**src/rtl/scatter_accumulator.sv**
```systemverilog
// Bilinear charge-scatter engine: for each particle, read the four neighbouring
// grid cells (corner k on bank k, k = {dy, dx}), add bilinear weights and write
// the sums back. Forwarding covers the read-to-write window of the RAM.
// Optional feature macro: ACC_SAT_EN (clamp sums at 2^CWIDTH-1 instead of wrapping).
module scatter_accumulator #(
  parameter int PWIDTH = 16,
  parameter int PFRAC  = 4,
  parameter int XBITS  = 6,
  parameter int YBITS  = 6,
  parameter int CWIDTH = 18,
  parameter int QSHIFT = 2,
  parameter int RD_LAT = 2
) (
  input  logic                       clk,
  input  logic                       rst,
  input  logic                       valid_in,
  input  logic [PWIDTH-1:0]          gyro_y,
  input  logic [PWIDTH-1:0]          gyro_x,
  output logic                       rd_en_out,
  output logic [4*(YBITS+XBITS)-1:0] raddr_out,
  input  logic [4*CWIDTH-1:0]        rdata_in,
  output logic                       wr_en_out,
  output logic [4*(YBITS+XBITS)-1:0] waddr_out,
  output logic [4*CWIDTH-1:0]        wdata_out,
  output logic                       idle_out
);

  localparam int AW = YBITS + XBITS;
  localparam int H  = RD_LAT + 1;   // writes not yet visible to a read issued RD_LAT cycles ago
  localparam int WW = PFRAC + 1;    // weight width, holds 2^PFRAC
  localparam int PW = 2 * WW;       // weight product width

  // Coordinate split: fraction, and integer part truncated to the grid size
  logic [PFRAC-1:0] frac_x, frac_y;
  logic [XBITS-1:0] int_x;
  logic [YBITS-1:0] int_y;
  logic [WW-1:0]    wx [2];
  logic [WW-1:0]    wy [2];
  logic             unused_bits;

  assign frac_x = gyro_x[PFRAC-1:0];
  assign frac_y = gyro_y[PFRAC-1:0];
  assign int_x  = gyro_x[PFRAC +: XBITS];
  assign int_y  = gyro_y[PFRAC +: YBITS];
  assign unused_bits = ^{gyro_x[PWIDTH-1:PFRAC+XBITS], gyro_y[PWIDTH-1:PFRAC+YBITS]};

  assign wx[1] = {1'b0, frac_x};
  assign wx[0] = WW'(2**PFRAC) - {1'b0, frac_x};
  assign wy[1] = {1'b0, frac_y};
  assign wy[0] = WW'(2**PFRAC) - {1'b0, frac_y};

  // Per-corner address and contribution for the incoming particle
  logic [4*AW-1:0]     addr_new;
  logic [4*CWIDTH-1:0] ctb_new;

  // Pipeline: index 0 is the read-issue stage, index RD_LAT is the add stage
  logic [RD_LAT:0]     v_pipe;
  logic [4*AW-1:0]     addr_pipe [RD_LAT+1];
  logic [4*CWIDTH-1:0] ctb_pipe  [RD_LAT+1];

  // History of add-stage results; entry 0 is the youngest and drives the write port
  logic [H-1:0]        hist_v;
  logic [4*AW-1:0]     hist_addr [H];
  logic [4*CWIDTH-1:0] hist_val  [H];

  logic [4*CWIDTH-1:0] sum_flat;

  genvar gi;
  generate
    for (gi = 0; gi < 4; gi++) begin : g_corner
      localparam int DX = gi % 2;
      localparam int DY = gi / 2;

      logic [XBITS-1:0]  cx;
      logic [YBITS-1:0]  cy;
      logic [PW-1:0]     prod;
      logic [AW-1:0]     add_addr;
      logic [CWIDTH-1:0] add_ctb;
      logic [CWIDTH-1:0] base;
      logic [CWIDTH:0]   sum_ext;

      // Periodic wrap falls out of the modulo-2^n add
      assign cx   = int_x + XBITS'(DX);
      assign cy   = int_y + YBITS'(DY);
      assign prod = PW'(wy[DY]) * PW'(wx[DX]);
      assign addr_new[gi*AW +: AW]         = {cy, cx};
      assign ctb_new[gi*CWIDTH +: CWIDTH]  = CWIDTH'(prod >> QSHIFT);

      assign add_addr = addr_pipe[RD_LAT][gi*AW +: AW];
      assign add_ctb  = ctb_pipe[RD_LAT][gi*CWIDTH +: CWIDTH];

      // Base value: youngest matching in-flight result on this bank, else RAM data
      always_comb begin
        base = rdata_in[gi*CWIDTH +: CWIDTH];
        for (int h = H - 1; h >= 0; h--) begin
          if (hist_v[h] && (hist_addr[h][gi*AW +: AW] == add_addr)) begin
            base = hist_val[h][gi*CWIDTH +: CWIDTH];
          end
        end
      end

      assign sum_ext = {1'b0, base} + {1'b0, add_ctb};
`ifdef ACC_SAT_EN
      assign sum_flat[gi*CWIDTH +: CWIDTH] = sum_ext[CWIDTH] ? {CWIDTH{1'b1}} : sum_ext[CWIDTH-1:0];
`else
      assign sum_flat[gi*CWIDTH +: CWIDTH] = sum_ext[CWIDTH-1:0];
`endif
    end
  endgenerate

  // Particle pipeline from read issue to the add stage
  always_ff @(posedge clk) begin
    if (rst) begin
      v_pipe <= '0;
      for (int s = 0; s <= RD_LAT; s++) begin
        addr_pipe[s] <= '0;
        ctb_pipe[s]  <= '0;
      end
    end else begin
      v_pipe <= {v_pipe[RD_LAT-1:0], valid_in};
      if (valid_in) begin
        addr_pipe[0] <= addr_new;
        ctb_pipe[0]  <= ctb_new;
      end
      for (int s = 1; s <= RD_LAT; s++) begin
        addr_pipe[s] <= addr_pipe[s-1];
        ctb_pipe[s]  <= ctb_pipe[s-1];
      end
    end
  end

  // Forwarding history; entry 0 doubles as the registered write port
  always_ff @(posedge clk) begin
    if (rst) begin
      hist_v <= '0;
      for (int h = 0; h < H; h++) begin
        hist_addr[h] <= '0;
        hist_val[h]  <= '0;
      end
    end else begin
      hist_v <= {hist_v[H-2:0], v_pipe[RD_LAT]};
      if (v_pipe[RD_LAT]) begin
        hist_addr[0] <= addr_pipe[RD_LAT];
        hist_val[0]  <= sum_flat;
      end
      for (int h = 1; h < H; h++) begin
        hist_addr[h] <= hist_addr[h-1];
        hist_val[h]  <= hist_val[h-1];
      end
    end
  end

  assign rd_en_out = v_pipe[0];
  assign raddr_out = addr_pipe[0];
  assign wr_en_out = hist_v[0];
  assign waddr_out = hist_addr[0];
  assign wdata_out = hist_val[0];
  assign idle_out  = ~((|v_pipe) | hist_v[0]);

endmodule

```
**config.mk**
```make
export PLATFORM = sky130hd
export DESIGN_NAME = scatter_accumulator
export DESIGN_NICKNAME = d
export VERILOG_FILES = /design/src/rtl/scatter_accumulator.sv
export SDC_FILE = /design/constraint.sdc
export NUM_CORES = 1
export LEC_CHECK = 0
export ABC_CLOCK_PERIOD_IN_PS = 10600
export BUFFER_PORTS_ARGS = -buffer_cell sky130_fd_sc_hd__buf_2
export CORE_MARGIN = 5
export CORE_UTILIZATION = 40
export DETAILED_ROUTE_END_ITERATION = 8
export MAX_ROUTING_LAYER = met4
export PLACE_DENSITY = 0.69
export SETUP_SLACK_MARGIN = 0.2
export SLEW_MARGIN = 0
export SYNTH_ARGS = -nofsm -noshare
export SYNTH_HDL_FRONTEND = slang
export SYNTH_SLANG_ARGS = --single-unit
export TNS_END_PERCENT = 50
```
**constraint.sdc**
```tcl
create_clock -name clk -period 10.6 [get_ports clk]
set_input_delay 0.53 -clock clk [delete_from_list [all_inputs] [get_ports clk]]
set_output_delay 0.53 -clock clk [all_outputs]
set_load 0.01 [all_outputs]
```
==> Yosys cells after proc, flatten, opt, wreduce, memory -nomap -nowiden <==
Memories as Yosys holds them, arrays and structs flattened.
Index checks and enable logic that the tools add are counted.
{ "totals": {"output_inout_bits": 171, "elab_cells": 90, "ram_bits": 720, "memories": 4, "regBits": 6} }
{ "classes": {"n_bitwise": 14, "reduce_logical": 13, "n_addsub": 8, "eq_ne": 12, "multipliers": 4, "muxes": 33} }
{ "mem_list": {"columns": ["name", "depth", "width", "read_ports", "rd_clocked_by_memory_dff", "wr", "line_no", "rtl"], "rows": [
  ["ctb_pipe", 3, 72, 3, 0, 3, "59", "logic [4*CWIDTH-1:0] ctb_pipe [RD_LAT+1];"],
  ["hist_val", 3, 72, 3, 0, 3, "64", "logic [4*CWIDTH-1:0] hist_val [H];"],
  ["addr_pipe", 3, 48, 3, 0, 3, "58", "logic [4*AW-1:0] addr_pipe [RD_LAT+1];"],
  ["hist_addr", 3, 48, 3, 0, 3, "63", "logic [4*AW-1:0] hist_addr [H];"]
]} }
{ "op_table": {"columns": ["op", "count"], "rows": [
  ["72-bit two-way mux", 6],
  ["48-bit two-way mux", 6],
  ["18-bit two-way mux", 12],
  ["12-bit equality test", 12],
  ["18-bit adder", 4],
  ["1-bit OR", 13],
  ["6-bit by 1-bit adder with 6-bit output (second input constant)", 2],
  ["1-bit logical AND", 12],
  ["5-bit by 5-bit multiplier with 10-bit output", 1],
  ["5-bit by 4-bit subtractor with 5-bit output (first input constant)", 2],
  ["4-bit by 5-bit multiplier with 9-bit output", 1],
  ["5-bit by 4-bit multiplier with 9-bit output", 1],
  ["1-bit two-way mux", 9],
  ["4-bit by 4-bit multiplier with 8-bit output", 1],
  ["3-bit OR reduction", 1],
  ["1-bit inverter", 1]
]} }

==> Logic depth before layout (Yosys ltp) <==
Gate-level depths: netlist (run 1).
An unclocked memory read counts as a cell.
{ "depth": {"depth_word": 8, "mapped_depth": 22} }

==> Worst setup path before layout (run 1) <==
OpenSTA, ideal clock, no wires.
{ "synth_path": {"kind": "input port to flip-flop", "start": "input port gyro_x[1]", "end": "memory ctb_pipe[0][7] (netlist name) (data pin)", "setup_ps": 266, "path_buffers": 1, "t_arrival_ps": 4392, "path_slack_ps": 5942, "required_ps": 10334, "cell_stages": 17, "cell_sequence": "clkbuf_1 > inv_1 > ha_1 > nor3b_1 > nand2_1 > fa_1 > fa_1 > fa_1 > inv_1 > ha_1 > a21oi_1 > o21bai_1 > a21oi_1 > o21bai_1 > a21oi_1 > xnor2_1 > nor2_1"} }
{ "synth_rtl": {"columns": ["item", "line_no", "rtl"], "rows": [
  ["from (decl)", "18", "input logic [PWIDTH-1:0] gyro_x,"],
  ["to (decl)", "59", null]
]} }

==> results of run 1 <==
worst paths after layout:
check             cells after the start              end  slack [ps]
setup reg to reg                     20  hist_val[0][16]        5330
hold reg to reg                       1        v_pipe[2]         490
hold / removal                        2        v_pipe[0]         150
setup / recovery                     20  hist_val[0][16]        5330
power breakdown:
group | switching (W) | internal, W
Clock | 0.000736 | 0.000985
Sequential | 0.0000756 | 0.00212
Combinational | 0.000332 | 0.000238
Total | 0.00114 | 0.00334
cell families after synthesis:
| kind of cell | Yosys count |
|---|---|
| AOI/OAI and AO/OA | 261 |
| adders and majority gates | 114 |
| muxes | 55 |
| buffers and inverters | 355 |
| and+or+nand+nor | 776 |
| xor gates and xnor gates | 145 |
| other | 1 |
| DFF | 450 |
routing by layer:
layer	up-vias	global-route usage, %	share of wire (%)
met3	87	2.99	4.9
li1	7787	-	-
met2	343	28.2	50
met1	7770	20.5	43
met4	0	4.59	2.4
met5	-	-	0
state kept, by name, summed over array words and instances (netlist names):
signal / cells
hist_val: 216
hist_addr: 72
addr_pipe: 72
hist_v: 3
v_pipe: 3
ctb_pipe: 84
layout make-up:
class                      instances  area (um2)
clock inverter                    28         305
timing repair buffer             290        1520
sequential                       450       13500
clock buffer                      62        1320
tap                              837        1050
multi-input combinational       1647       10800
fill                            5668       33100
antenna                            6        15.0
inverter                          87         327
cells in the final DEF, fill, tap and decap left out, types with 68 or more instances in the layout:
cell / n
edfxtp_1: 444
nor2b_1: 381
conb_1: 296
buf_2: 264
nor2_1: 135
nand2_1: 121
xnor2_1: 100
inv_1: 87
ha_1: 85
a21oi_1: 68
metrics by stage:
step	area, um2	std cells	utilization [%]	power, W
after floorplan	26100	2452	-	0.00267
after global placement	27100	3311	43.8	0.00278
after detailed placement	27100	3311	43.8	0.00280
after CTS	28700	3401	46.5	0.00455
after global routing	28700	3407	46.5	0.00471
final	28700	3407	46.5	0.00449
==> impl_metrics.toml, run 1 <==
[sta]
rsz0062_at_grt = "no"
period_needed_ps = 5270
holdWs_ps = 145
finalSetupViolCount = 0
layout_setup_ws_ps = 5330
fin_worst_skew_ps = 54.1
slew_viol_final = 0
worst_pin_slew_ps = 1020
setup_tns_ps = 0
hold_violations = 0
max_freq_mhz = 190
min_period_over_period_pct = 49.7
max-slew-margin-rel_pct = 32.1

[outcome]
status = "completed"

[layout]
area_growth_pct = 14.8
drive_above_1_share_pct = 15.5
layout.nets = 2748

[synthesis]
ys_seq_area_share_pct = 53.7
synthMostInstantiatedCell = "edfxtp_1"
synthMuxAreaShare_pct = 2.24
yosys_warnings = 0
synth-compound-area-share_pct = 7.05
yosys.cell_types.count = 58
synth_edf_count = 444
async_flop_share_pct = 0
synth_top_family_by_area = "simple AND/OR/NAND/NOR gates"
synthSimpleGateAreaFrac_pct = 17.3
synth_top_area_cell = "edfxtp_1"
synth_ff_type = "edfxtp_1"
synth_top_area_share_pct = 53.3
synth_adder_area_share_pct = 6.57
yosys_register_bits = 450
synth_area_um2 = 25000
synth_xor_area_share_pct = 5.07
synth_common_cells = "444 x edfxtp_1, 381 x nor2b_1, 172 x buf_4"
yosys-top-cells-area = "edfxtp_1 53%, nor2b_1 9.5%, buf_4 5.2%, ha_1 4.2%, xnor2_1 3.5%"
syn_area_per_cell_um2 = 11.6
netlist_instances = 2157

[critical_path]
crit_slowest_cell = "a21oi_1"
worstPathCellList = "xor2_1 > nor3_2 > buf_4 > and4_1 > buf_4 > mux2i_1 > nor2_1 > a21oi_1 > o21ai_0 > ha_1 > fa_1 > a21o_1 > a21oi_1 > o21bai_1 > a21oi_1 > o21bai_1 > a21oi_1 > nor3_1 > xor2_1 > nor2_1"
slowest_delay_ps = 770
startpoint = "addr_pipe[0][123]"
crit-reg2reg-launch = "addr_pipe[0][123]"
setup.worst_path.end_class = "flop"
cp.arrival_ps = 5580
crit_top_cell = "a21oi_1"
timing_worst_setup_path_type = "reg2reg"
critPathTopFamily = "compound AO/OA/AOI/OAI gates"
start_kind = "flop"
worst-path-buf-inv = 2
path_max_fanout = 19
required_ps = 10910

[global_routing]
grt_max_degree = 117
antenna_found_initial = 6
grt_pass1_vias = 16200
grtUsageTotal_pct = 16.6
grt_pass1_wl_um = 87200
grt_overflow_total = 0

[clock_network]
clock_latency_ps = 630
cts_hold_buf = 0
cts_resized = 0
cts_setup_buffers = 0
h-tree-depth = 2
cts_tree = "yes"
clkSlewWorstSetupHoldPaths_ps = 60
numCtsBuffers = 51
clock_path_buffers = 3
root_buffer = "clkbuf_16"
cts_num_sinks = 450

[route]
drt_iter0_markers = 910
drc_errors = 0
vias = 16000
final_antenna_net_count = 0
wire_per_inst_um = 16.3
routed_via_density = 4.69
dr.pass1.iters = 5
wl_um = 55600

[min_path]
holdCritStartpoint = "valid_in"
hp-class = "in2reg"

[job]
cap_violations = 0

[die]
rows = 91
dieHeight_um = 260
io_pins = 278
start_util_pct = 40.5
core-area_um2 = 61800
die_x_um = 260
dieArea_um2 = 67700

[placement]
dp_hpwl_um = 39600
place_congestion = 0.862
place_ws_ps = 5240
portBuffers = 265

[power_and_ir_drop]
p_leak_nw = 11.7
power_density_nw_per_um2 = 156
ir_drop_mv = 0.135
(Power assumes the default switching activity.)
==> inputs of run 2 (changes only) <==
--- a/config.mk
+++ b/config.mk
@@ -5,13 +5,13 @@
 export SDC_FILE = /design/constraint.sdc
 export NUM_CORES = 1
 export LEC_CHECK = 0
-export ABC_CLOCK_PERIOD_IN_PS = 10600
+export ABC_CLOCK_PERIOD_IN_PS = 4600
 export BUFFER_PORTS_ARGS = -buffer_cell sky130_fd_sc_hd__buf_2
 export CORE_MARGIN = 5
 export CORE_UTILIZATION = 40
 export DETAILED_ROUTE_END_ITERATION = 8
 export MAX_ROUTING_LAYER = met4
-export PLACE_DENSITY = 0.69
+export PLACE_DENSITY = 0.71
 export SETUP_SLACK_MARGIN = 0.2
 export SLEW_MARGIN = 0
 export SYNTH_ARGS = -nofsm -noshare
==> constraint.sdc (replaced) <==
create_clock -name clk -period 4.6 [get_ports clk]
set_input_delay 0.23 -clock clk [delete_from_list [all_inputs] [get_ports clk]]
set_output_delay 0.23 -clock clk [all_outputs]
set_load 0.01 [all_outputs]
==> impl_metrics.toml, run 2 (synthesis gave the netlist of run 1 again) <==
[route]
wl_um = 57400
final_antenna_net_count = 0
dr.pass1.iters = 5
vias = 16400
drt_iter0_markers = 1064
drc_errors = 0
wire_per_inst_um = 16.5
routed_via_density = 4.70

[layout]
layout.nets = 2817
area_growth_pct = 18.6
mostFrequentLayoutCell = "edfxtp_1"
largest_reg_flops = 216
reg.largest.list = "hist_val: 216 flops, ctb_pipe: 84 flops"
fin_util_pct = 48.0
drive_above_1_share_pct = 19.1
fill_cells = 5610
finalNonFillerCells = 3486
regMostFlops = "hist_val"
layout_common_cells = "444 x edfxtp_1, 379 x nor2b_1, 296 x conb_1, 264 x buf_2, 134 x nor2_1"

[power_and_ir_drop]
pwr-share-clk_pct = 40.2
p_sw_w = 0.00274
p_leak_nw = 12.2
p_int_w = 0.00804
combPwrFrac_pct = 12.8
power_density_nw_per_um2 = 363
power_frac_seq_pct = 47.0
p_sw_share_pct = 25.4
ir_drop_mv = 0.256

[critical_path]
crit_slowest_cell = "nor4_4"
critPathTopFamily = "simple AND/OR/NAND/NOR gates"
slowest_delay_ps = 480
start_kind = "flop"
path_max_fanout = 7
cp.arrival_ps = 4560
worstPathCellList = "xor2_1 > nor4_4 > and4_4 > buf_8 > mux2i_1 > nor2_1 > a21oi_1 > o21ai_0 > ha_1 > nor2b_2 > o21ai_0 > nand2b_1 > a21o_1 > a21o_1 > buf_4 > nand2_2 > nor2_2 > a21oi_1 > nor3_2"
required_ps = 4930
timing_worst_setup_path_type = "reg2reg"
setup.worst_path.end_class = "flop"
worst-path-buf-inv = 2

[die]
start_util_pct = 40.5
core-area_um2 = 61800
dieHeight_um = 260
die_x_um = 260
rows = 91
dieArea_um2 = 67700
io_pins = 278

[sta]
finalSetupViolCount = 0
period_needed_ps = 4220
setup_tns_ps = 0
max-slew-margin-rel_pct = 35.7
slew_viol_final = 0
fin_worst_skew_ps = 54.5
max_freq_mhz = 237
rsz0062_at_grt = "yes"
holdWs_ps = 143
worst_pin_slew_ps = 965
hold_violations = 0
min_period_over_period_pct = 91.8

[clock_network]
cts_tree = "yes"
clock_path_buffers = 3
h-tree-depth = 2
root_buffer = "clkbuf_16"
clkSlewWorstSetupHoldPaths_ps = 60
numCtsBuffers = 53
cts_num_sinks = 450
clock_latency_ps = 630

[global_routing]
use_met1_pct = 21.2
grt_max_degree = 170
grtUsageTotal_pct = 17.0
top_usage_layer = "met2"
use_met2_pct = 28.9
grt_overflow_total = 0
antenna_found_initial = 10
gr-usage-met3_pct = 2.59
grt_pass1_vias = 16500
grt_pass1_wl_um = 88800

[job]
cap_violations = 0

[placement]
post-place-cells = 3351
dp_hpwl_um = 41700
portBuffers = 265
place_congestion = 0.847

[min_path]
hp-class = "in2reg"

[outcome]
status = "completed"
## run 2: cell types whose count changed in the layout (fill, tap and decap cells not counted), sizes merged
| cell | before | now |
|---|---|---|
| buf | 290 | 344 |
| bufinv | 4 | 7 |
| clkbuf | 62 | 59 |
| clkinv | 22 | 26 |
| clkinvlp | 2 | 5 |
| diode | 6 | 9 |
| dlygate4sd3 | 0 | 13 |
| inv | 87 | 89 |
## run 2: final timing paths
| check | startpoint | endpoint | slack (ps) | cells past startpoint |
|---|---|---|---|---|
| max | addr_pipe[0][140] | hist_val[0][64] | 380 | 19 |
| min | rst | hist_v[1] | 140 | 2 |
| max reg2reg | addr_pipe[0][140] | hist_val[0][64] | 380 | 19 |
| min reg2reg | v_pipe[1] | v_pipe[2] | 480 | 1 |
## run 2: through the flow
step                total power, W  instance area [um2]  worst slack, ps
global placement           0.00644                27500             50.3
global route                0.0112                29700              131
detailed placement         0.00649                27500             30.0
floorplan                  0.00614                26200              162
finish                      0.0108                29700              375
CTS                         0.0109                29500              201
## run 2: layer usage
layer,vias to the layer above,wire (um)
li1,7927,-
met1,8043,24600
met2,339,28700
met3,75,2790
met4,0,1310
met5,-,0
## run 2: cell type report
class                      instances  area [um2]  share of cell area, %
sequential                       450       13500                   45.3
multi-input combinational       1647       10900                   36.7
timing repair buffer             357        2130                   7.17
clock buffer                      59        1370                   4.61
tap                              837        1050                   3.53
clock inverter                    40         454                   1.53
inverter                          87         327                   1.10
antenna                            9        22.5                 0.0759
## run 2: timing repair
action                                  4_1_cts  5_1_grt
buffers inserted                              5        9
endpoints found under the setup margin       29       40
resized for setup                            12       43
pin swaps                                     7       20
hold endpoints to repair                     21        0
hold buffers                                 13        0
## run 2: power by group through the flow
stage,combinational (W),sequential (W),clock (W)
global placement,0.00130,0.00513,0
detailed placement,0.00134,0.00515,0
finish,0.00138,0.00506,0.00433
global route,0.00155,0.00510,0.00460
floorplan,0.00107,0.00507,0
CTS,0.00137,0.00507,0.00444
